[src/rtl/arbitro_rr_transaccion.sv]
// Round-robin burst scheduler moving words from the 4 FIFO-in heads to the 4 FIFO-out
// queues selected by each word's destination field, with almost_full backpressure.
module arbitro_rr_transaccion #(
    parameter int FIFO_WORD_SIZE = 10,
    parameter int MAX_BURST      = 4
) (
    input  logic                      clk,
    input  logic                      reset,
    input  logic                      active,
    input  logic [3:0]                fifo_in_empty,
    input  logic [FIFO_WORD_SIZE-1:0] fifo_in_data0,
    input  logic [FIFO_WORD_SIZE-1:0] fifo_in_data1,
    input  logic [FIFO_WORD_SIZE-1:0] fifo_in_data2,
    input  logic [FIFO_WORD_SIZE-1:0] fifo_in_data3,
    input  logic [3:0]                fifo_out_almost_full,
    output logic [3:0]                pop_in,
    output logic [3:0]                push_out,
    output logic [FIFO_WORD_SIZE-1:0] data_out,
    output logic [1:0]                grant_idx,
    output logic                      arb_idle
);

    localparam logic [0:0] ST_IDLE   = 1'b0;
    localparam logic [0:0] ST_BURST  = 1'b1;
    localparam logic [3:0] BURST_MAX = 4'(MAX_BURST);

    logic [0:0]                state_q, state_d;
    logic [1:0]                rr_ptr_q, rr_ptr_d;
    logic [1:0]                grant_q, grant_d;
    logic [3:0]                burst_cnt_q, burst_cnt_d;
    logic [3:0]                push_q, push_d;
    logic [FIFO_WORD_SIZE-1:0] data_q, data_d;
    logic                      arb_idle_q, arb_idle_d;

    logic [FIFO_WORD_SIZE-1:0] head_s [4];
    logic [3:0]                elig_s;
    logic                      pop_v_s;
    logic [1:0]                pop_idx_s;
    logic [2:0]                pick_s;
    logic [FIFO_WORD_SIZE-1:0] pop_word_s;

    function automatic logic [1:0] dest_of(input logic [FIFO_WORD_SIZE-1:0] word);
        return word[FIFO_WORD_SIZE-1 -: 2];
    endfunction

    // Returns {found, index} of the first request at or after start, wrapping mod 4.
    function automatic logic [2:0] rr_pick(input logic [3:0] req, input logic [1:0] start);
        logic [2:0] res;
        logic [1:0] idx;
        res = 3'b000;
        for (int k = 0; k < 4; k++) begin
            idx = start + 2'(k);
            if (!res[2] && req[idx]) begin
                res = {1'b1, idx};
            end else begin
                res = res;
            end
        end
        return res;
    endfunction

    assign head_s[0] = fifo_in_data0;
    assign head_s[1] = fifo_in_data1;
    assign head_s[2] = fifo_in_data2;
    assign head_s[3] = fifo_in_data3;

    // Per-input eligibility: enabled, has a word, and its target queue has room.
    always_comb begin
        elig_s = 4'b0000;
        for (int i = 0; i < 4; i++) begin
            elig_s[i] = active & ~fifo_in_empty[i] & ~fifo_out_almost_full[dest_of(head_s[i])];
        end
    end

    // Grant/burst state machine; searching from grant+1 puts the old grant last,
    // so it only wins again when it is the sole eligible input.
    always_comb begin
        state_d     = state_q;
        rr_ptr_d    = rr_ptr_q;
        grant_d     = grant_q;
        burst_cnt_d = burst_cnt_q;
        pop_v_s     = 1'b0;
        pop_idx_s   = grant_q;
        pick_s      = 3'b000;
        case (state_q)
            ST_IDLE: begin
                pick_s = rr_pick(elig_s, rr_ptr_q);
                if (pick_s[2]) begin
                    pop_v_s     = 1'b1;
                    pop_idx_s   = pick_s[1:0];
                    grant_d     = pick_s[1:0];
                    burst_cnt_d = 4'd1;
                    state_d     = ST_BURST;
                end else begin
                    state_d = ST_IDLE;
                end
            end
            ST_BURST: begin
                if (elig_s[grant_q] && (burst_cnt_q < BURST_MAX)) begin
                    pop_v_s     = 1'b1;
                    pop_idx_s   = grant_q;
                    burst_cnt_d = burst_cnt_q + 4'd1;
                end else begin
                    rr_ptr_d = grant_q + 2'd1;
                    pick_s   = rr_pick(elig_s, grant_q + 2'd1);
                    if (pick_s[2]) begin
                        pop_v_s     = 1'b1;
                        pop_idx_s   = pick_s[1:0];
                        grant_d     = pick_s[1:0];
                        burst_cnt_d = 4'd1;
                        state_d     = ST_BURST;
                    end else begin
                        burst_cnt_d = 4'd0;
                        state_d     = ST_IDLE;
                    end
                end
            end
            default: begin
                burst_cnt_d = 4'd0;
                state_d     = ST_IDLE;
            end
        endcase
    end

    // Pop strobe and next push/data for the word leaving this cycle.
    always_comb begin
        pop_word_s = head_s[pop_idx_s];
        if (pop_v_s && !reset) begin
            pop_in = 4'b0001 << pop_idx_s;
        end else begin
            pop_in = 4'b0000;
        end
        if (pop_v_s) begin
            push_d = 4'b0001 << dest_of(pop_word_s);
            data_d = pop_word_s;
        end else begin
            push_d = 4'b0000;
            data_d = data_q;
        end
        arb_idle_d = (state_d == ST_IDLE) && (&fifo_in_empty) && !pop_v_s;
    end

    // State and output registers; reset drops any word in flight.
    always_ff @(posedge clk or posedge reset) begin
        if (reset) begin
            state_q     <= ST_IDLE;
            rr_ptr_q    <= 2'd0;
            grant_q     <= 2'd0;
            burst_cnt_q <= 4'd0;
            push_q      <= 4'b0000;
            data_q      <= {FIFO_WORD_SIZE{1'b0}};
            arb_idle_q  <= 1'b1;
        end else begin
            state_q     <= state_d;
            rr_ptr_q    <= rr_ptr_d;
            grant_q     <= grant_d;
            burst_cnt_q <= burst_cnt_d;
            push_q      <= push_d;
            data_q      <= data_d;
            arb_idle_q  <= arb_idle_d;
        end
    end

    assign push_out  = push_q;
    assign data_out  = data_q;
    assign grant_idx = grant_q;
    assign arb_idle  = arb_idle_q;

endmodule

[config.mk]
export PLATFORM = sky130hd
export DESIGN_NAME = arbitro_rr_transaccion
export DESIGN_NICKNAME = d
export VERILOG_FILES = /design/src/rtl/arbitro_rr_transaccion.sv
export SDC_FILE = /design/constraint.sdc
export NUM_CORES = 1
export LEC_CHECK = 0
export CORE_ASPECT_RATIO = 1.25
export CORE_MARGIN = 2
export CORE_UTILIZATION = 45
export CTS_CLUSTER_DIAMETER = 100
export DETAILED_ROUTE_END_ITERATION = 16
export PLACE_DENSITY = 0.93
export SETUP_SLACK_MARGIN = 0.15
export SLEW_MARGIN = 20
export SYNTH_ARGS = -nofsm -noshare
export SYNTH_HDL_FRONTEND = slang
export SYNTH_SLANG_ARGS = --single-unit
[constraint.sdc]
create_clock -name clk -period 6.6 [get_ports clk]
set_input_delay 1.32 -clock clk [delete_from_list [all_inputs] [get_ports clk]]
set_output_delay 1.32 -clock clk [all_outputs]
set_load 0.01 [all_outputs]
Yosys cells after proc, flatten, opt, wreduce, memory -nomap -nowiden
Index checks and enable logic that the tools add are counted.
- bits of input ports: 51
- output and inout port bits: 21
- register bits after elaboration: 24
- word-level logic and storage cells: 136
- magnitude comparators: 15
- shift-type cells: 2
- bitwise logic cells: 20
- add/subtract/negate cells: 8
- reductions and logical operators: 20
- equality and inequality tests: 1
- multiplexer cells: 63
- operators with widths (cell ; count):
    3-bit two-way mux ; 20
    2-bit by 3-bit < comparator with 1-bit output (second input constant) ; 13
    1-bit binary-select mux with 2-bit select ; 13
    10-bit binary-select mux with 2-bit select ; 1
    10-bit two-way mux ; 2
    1-bit two-way mux ; 17
    4-bit two-way mux ; 4
    1-bit inverter ; 11
    1-bit logical AND ; 10
    2-bit adder (second input constant) ; 4
    1-bit AND ; 8
    1-bit zero test ; 8
    4-bit case mux with 2 select lines ; 1
    1-bit by 2-bit left shift with 4-bit output (first input constant) ; 2
    2-bit by 1-bit adder with 2-bit output (second input constant) ; 3
    2-bit two-way mux ; 3
    4-bit by 1-bit adder with 4-bit output (second input constant) ; 1
    4-bit by 3-bit < comparator with 1-bit output (second input constant) ; 1
    2-bit case mux with 2 select lines ; 1
    4-bit AND reduction ; 1
    3-bit >= comparator (second input constant) ; 1
    2-bit inverter with 3-bit output ; 1
    2-bit by 1-bit inequality test with 1-bit output (second input constant) ; 1
    1-bit case mux with 2 select lines ; 1
    2-bit AND reduction ; 1

Longest topological paths before layout
- depth after elaboration: 33
- gate-level depth with buffers: 12

Least setup slack after synthesis
OpenSTA, ideal clock, no wires.
- kind: in2out
- start point: input port fifo_in_empty[2]
- end point: output port pop_in[0]
- cell stages on the path: 10
- setup slack: 1357 ps
- data arrival time: 3923 ps
- buffers on the path: 3
- path through: or3b_1 > o22a_4 > mux4_2 > nor3_4 > nor4_1 > a311o_1 > buf_4 > buf_4 > buf_4 > nor4_1
- cells in the longest elaborated chain, start to end: 28
- elaborated cells on any way between the ends: 65
- those cells by class: 1 x shift; 47 x mux; 3 x bitwise; 14 x reduce/logical
- ends and longest elaborated chain (item ; line ; RTL):
    from (decl) ; 10 ; input logic [3:0] fifo_in_empty,
    1-bit inverter * ; 71 ; elig_s[i] = active & ~fifo_in_empty[i] & ~fifo_out_almost_full[dest_of(head_s[i])];
    1-bit AND * (2 in series) ; 71 ;
    1-bit binary-select mux with 2-bit select ; 53 ; if (!res[2] && req[idx]) begin
    1-bit two-way mux (not written as such) ; 53 ;
    3-bit two-way mux ; 53 ;
    3-bit two-way mux ; 99 ; if (elig_s[grant_q] && (burst_cnt_q < BURST_MAX)) begin
    3-bit two-way mux ; 85 ; case (state_q)
    1-bit zero test ; 53 ;
    [11 not listed] ; - ;
    3-bit two-way mux ; 53 ;
    3-bit two-way mux ; 99 ;
    3-bit two-way mux ; 85 ;
    2-bit two-way mux (2 in series) ; - ;
    2-bit case mux with 2 select lines * ; - ;
    named net grant_d[1] ; 29 ; logic [1:0] grant_q, grant_d;
    1-bit by 2-bit left shift with 4-bit output * ; 129 ; pop_in = 4'b0001 << pop_idx_s;
    4-bit two-way mux * ; 128 ; if (pop_v_s && !reset) begin
    to (decl) ; 16 ; output logic [3:0] pop_in,
The timed path passes the listed nets; every way through them passes the cells marked *. The select of a mux whose other input is x is not followed.

Worst setup path after layout
- start point: input port fifo_in_data2[8]
- end point: output port pop_in[0]
- cells in the longest elaborated chain, start to end: 29
- elaborated cells on any way between the ends: 66
- those cells by class: 1 x shift; 49 x mux; 2 x bitwise; 14 x reduce/logical
- ends and longest elaborated chain (item ; line ; RTL):
    from (decl) ; 13 ; input logic [FIFO_WORD_SIZE-1:0] fifo_in_data2,
    1-bit binary-select mux with 2-bit select * ; 71 ;
    1-bit two-way mux (not written as such) * ; 71 ;
    1-bit inverter * ; 71 ;
    1-bit AND * ; 71 ;
    1-bit binary-select mux with 2-bit select ; 53 ;
    1-bit two-way mux (not written as such) ; 53 ;
    3-bit two-way mux ; 53 ;
    3-bit two-way mux ; 99 ;
    [12 not listed] ; - ;
    1-bit logical AND ; 53 ;
    3-bit two-way mux ; 53 ;
    3-bit two-way mux ; 99 ;
    3-bit two-way mux ; 85 ;
    2-bit two-way mux or 1-bit two-way mux (tied branches) (2 in series) ; - ;
    2-bit case mux with 2 select lines or 1-bit case mux with 2 select lines (tied branches) ; - ;
    1-bit by 2-bit left shift with 4-bit output or 1-bit logical AND (tied branches) ; 129, 128 ;
    4-bit two-way mux * ; 128 ;
Mark *: on every way between the ends. The rest lies on a longest branch, timed or not. The select of a mux whose other input is x is not followed.

==> results by group <==
Synth
  • Seq cells post-synth: 24
  • Adder-cell share of the synthesized area: 0.710%
  • Synth warn: 0
  • Synth Area in XOR/XNOR: 0.497%
  • Mapped Cells: 176
  • Simple-gate portion of the synthesized area: 17.7%
  • Post-synthesis sequential area ratio: 34.2%
  • Largest family of logic cells by synthesized area: multiplexers
  • EDFF count, synth: 0
  • Yosys top cell by area: dfrtp_1
  • Post-synth top area share: 32.7%
  • Synth Area in Compound Gates: 20.0%
  • Commonest register cell after synthesis: dfrtp_1
  • Synth unique cells: 47
  • Leading post-synthesis cells by cell area: dfrtp_1 (33%), mux2i_1 (11%), mux2_2 (7.7%)
  • Mapped cell area: 0.00176 mm²
  • Synthesized Nets: 228
  • Syn Area/Cell: 10.0 µm²
  • Post-synthesis mux area share: 22.3%
  • Share of flip-flops with an asynchronous set or reset: 100%

Floorplan
  • Core area: 0.00378 mm²
  • Die H: 74.0 µm
  • Die area: 0.00443 mm²
  • Starting Density: 46.5%
  • Top Ports: 72
  • Die span in x: 60.0 µm
  • # rows: 25

Setup path
  • CP peak stage delay: 0.58 ns
  • Setup CP Type: input port to output port
  • Worst path required time: 5.28 ns
  • WP data arrival: 4.82 ns
  • Slowest-stage cell, CP: clkdlybuf4s50_1
  • Crit Path Max Fanout: 11
  • Startpoint type of the worst setup path: input port
  • Worst path top cell family by delay: buffers and inverters
  • CP Buf/Inv Count: 3
  • Worst path most repeated cell: clkdlybuf4s50_1
  • Crit end category: output port
  • Worst-path cell chain: clkdlybuf4s50_1, mux2_2, o22a_4, mux4_2, nor3_4, or4_1, and4_4, inv_1, nor4_1, clkdlybuf4s50_1

Placed design
  • Place WS: 0.488 ns
  • DP HPWL: 3690 µm
  • Final GP Congestion: 0.817
  • Area after DPL: 0.00251 mm²
  • Cell count after placement: 295
  • Buffers on Ports: 71

Routing
  • Vias: 1756
  • Drt pass-1 iters: 4
  • Drc violations: 0
  • First DRT Iteration DRCs: 32
  • Post-DRT Antenna Nets: 0
  • Vias per cell: 5.87
  • Routed WL: 4920 µm
  • DR WL/cell: 16.5 µm

Timing
  • Fin crit period: 6.14 ns
  • RSZ-0062 raised after global routing: false
  • Slew HR: 66.8%
  • Fmax: 0.163 GHz
  • Final setup viols: 0
  • Crit share post-route: 93.0%
  • Setup TNS: 0 ns
  • Hold Violations, Final: 0
  • Worst-Margin Slew: 0.497 ns
  • Final WS setup: 0.462 ns
  • Max-slew violation count: 0
  • Clk_skew: 0.00395 ns

Clock tree
  • CTS root buf: clkbuf_8
  • CTS sink count: 24
  • CTS max path bufs: 2
  • CTS tree: done
  • CTS Buf Count: 3
  • Clock transition at path regs: 0.09 ns
  • Post-CTS sizing: 0
  • Htree depth: 1
  • Clock latency on the worst-skew pair: 0.27 ns
  • Postcts setup bufs: 0
  • Hold_buf cts: 0

Global routing
  • First-pass GRT wire length: 8260 µm
  • Initial antenna violation count: 0
  • Global router's overall resource usage: 24.7%
  • Vias in the first global route: 1765
  • Remaining global-route overflow: 0
  • Maximum number of pins on one net before global-route repair: 25

Hold path
  • Worst min path class: register to register

Cells and area
  • Sequential Area: 602 µm²
  • Antenna cell count: 0
  • Fillers: 277
  • Layout cells sized above 1: 13.1%
  • Commonest non-fill, non-tap cell in the layout: clkdlybuf4s50_1
  • Final net count: 298
  • Layout area overhead: 46.8%
  • Commonest non-fill, non-tap cells in the layout: clkdlybuf4s50_1 (71), dfrtp_1 (23), mux2i_1 (19)
  • Final Cell Area: 0.00259 mm²
  • Post-Layout Cell Count: 299
  • Multi-input logic area: 0.00108 mm²

Power and ir drop
  • VDD IR max: 0.178 mV
  • Static Leak: 1.05 nW
  • P per Cell Area: 325 mW/mm²
  • Total power: 841 µW

Run status
  • Status: completed

Flow run
  • Maxcap violations: 0
per-stage QoR:
step	utilization, %	hold slack (ns)
after floorplan	-	0.482
after global routing	68.3	0.557
final	68.3	0.524
after CTS	68.3	0.524
after global placement	66.4	0.498
after detailed placement	66.4	0.493
synth_stat cells, types with 2 or more instances:
cell type	instances
nor3b_1	5
clkbuf_1	5
o21ai_0	6
nand2_1	8
o22ai_1	11
mux2_2	12
inv_1	5
or3b_1	2
and4_1	2
a21oi_1	8
mux2i_1	19
and3b_1	3
a31oi_1	10
buf_4	3
a211o_1	2
nor4_1	5
a22o_1	4
nand3_1	3
dfrtp_1	23
nor2_1	3
and3_1	3
nor3_1	4
a22oi_1	4
mux2_4	3
kinds of logic (layout without fill, tap and decap cells):
family,after synthesis,in the layout
compound gates,52,52
simple gates,47,47
fa+ha+maj,1,1
mux,35,35
buf+inv,16,85
xor+xnor,1,1
flops,24,24
layer usage:
metal	part of all wire, %	global-route usage [%]	vias to the layer above
met4	2.2	9.38	0
met1	38	29.4	847
li1	-	-	832
met2	54	42.6	66
met5	0	0	-
met3	6.1	5.74	11
worst register-to-register path: stages, from the launching register on:
cell and delay [ns]:
dfrtp_1 0.66, mux4_2 0.59, nor3_4 0.29, or4_1 0.17
and4_4 0.32, mux2_2 0.39, mux2_4 0.29, mux2_4 0.26
flip-flops by register name, indices dropped and copies added (netlist names):
name         count
arb_idle         1
burst_cnt_q      4
data_out        10
grant_idx        2
push_out         4
rr_ptr_q         2
state_q          1
cell type report:
type                            count  share of cell area [%]
Clock buffer                        3                    1.60
Sequential cell                    24                    23.3
Tap cell                           54                    2.61
Timing Repair Buffer               76                    28.9
Clock inverter                      1                    1.16
Multi-Input combinational cell    136                    41.7
Inverter                            5                   0.726
power by group:
group          switching [mW]  leakage, nW  internal (mW)
Combinational           0.202        0.725          0.252
Clock                  0.0496       0.0357         0.0811
Sequential             0.0579        0.287          0.198
Total                   0.310         1.05          0.531
worst paths after layout:
path | start | slack [ns] | end | cells after the start
setup / recovery | fifo_in_data2[8] | 0.46 | pop_in[0] | 10
min in group asynchronous | reset | 1.53 | grant_idx[1] | 3
max in group asynchronous | reset | 4.78 | arb_idle | 3
hold / removal | data_out[0] | 0.52 | data_out[0] | 1
hold reg to reg | data_out[0] | 0.52 | data_out[0] | 1
setup reg to reg | grant_idx[1] | 3.51 | data_out[9] | 7
Note: power is estimated with default switching activity, not from simulation.
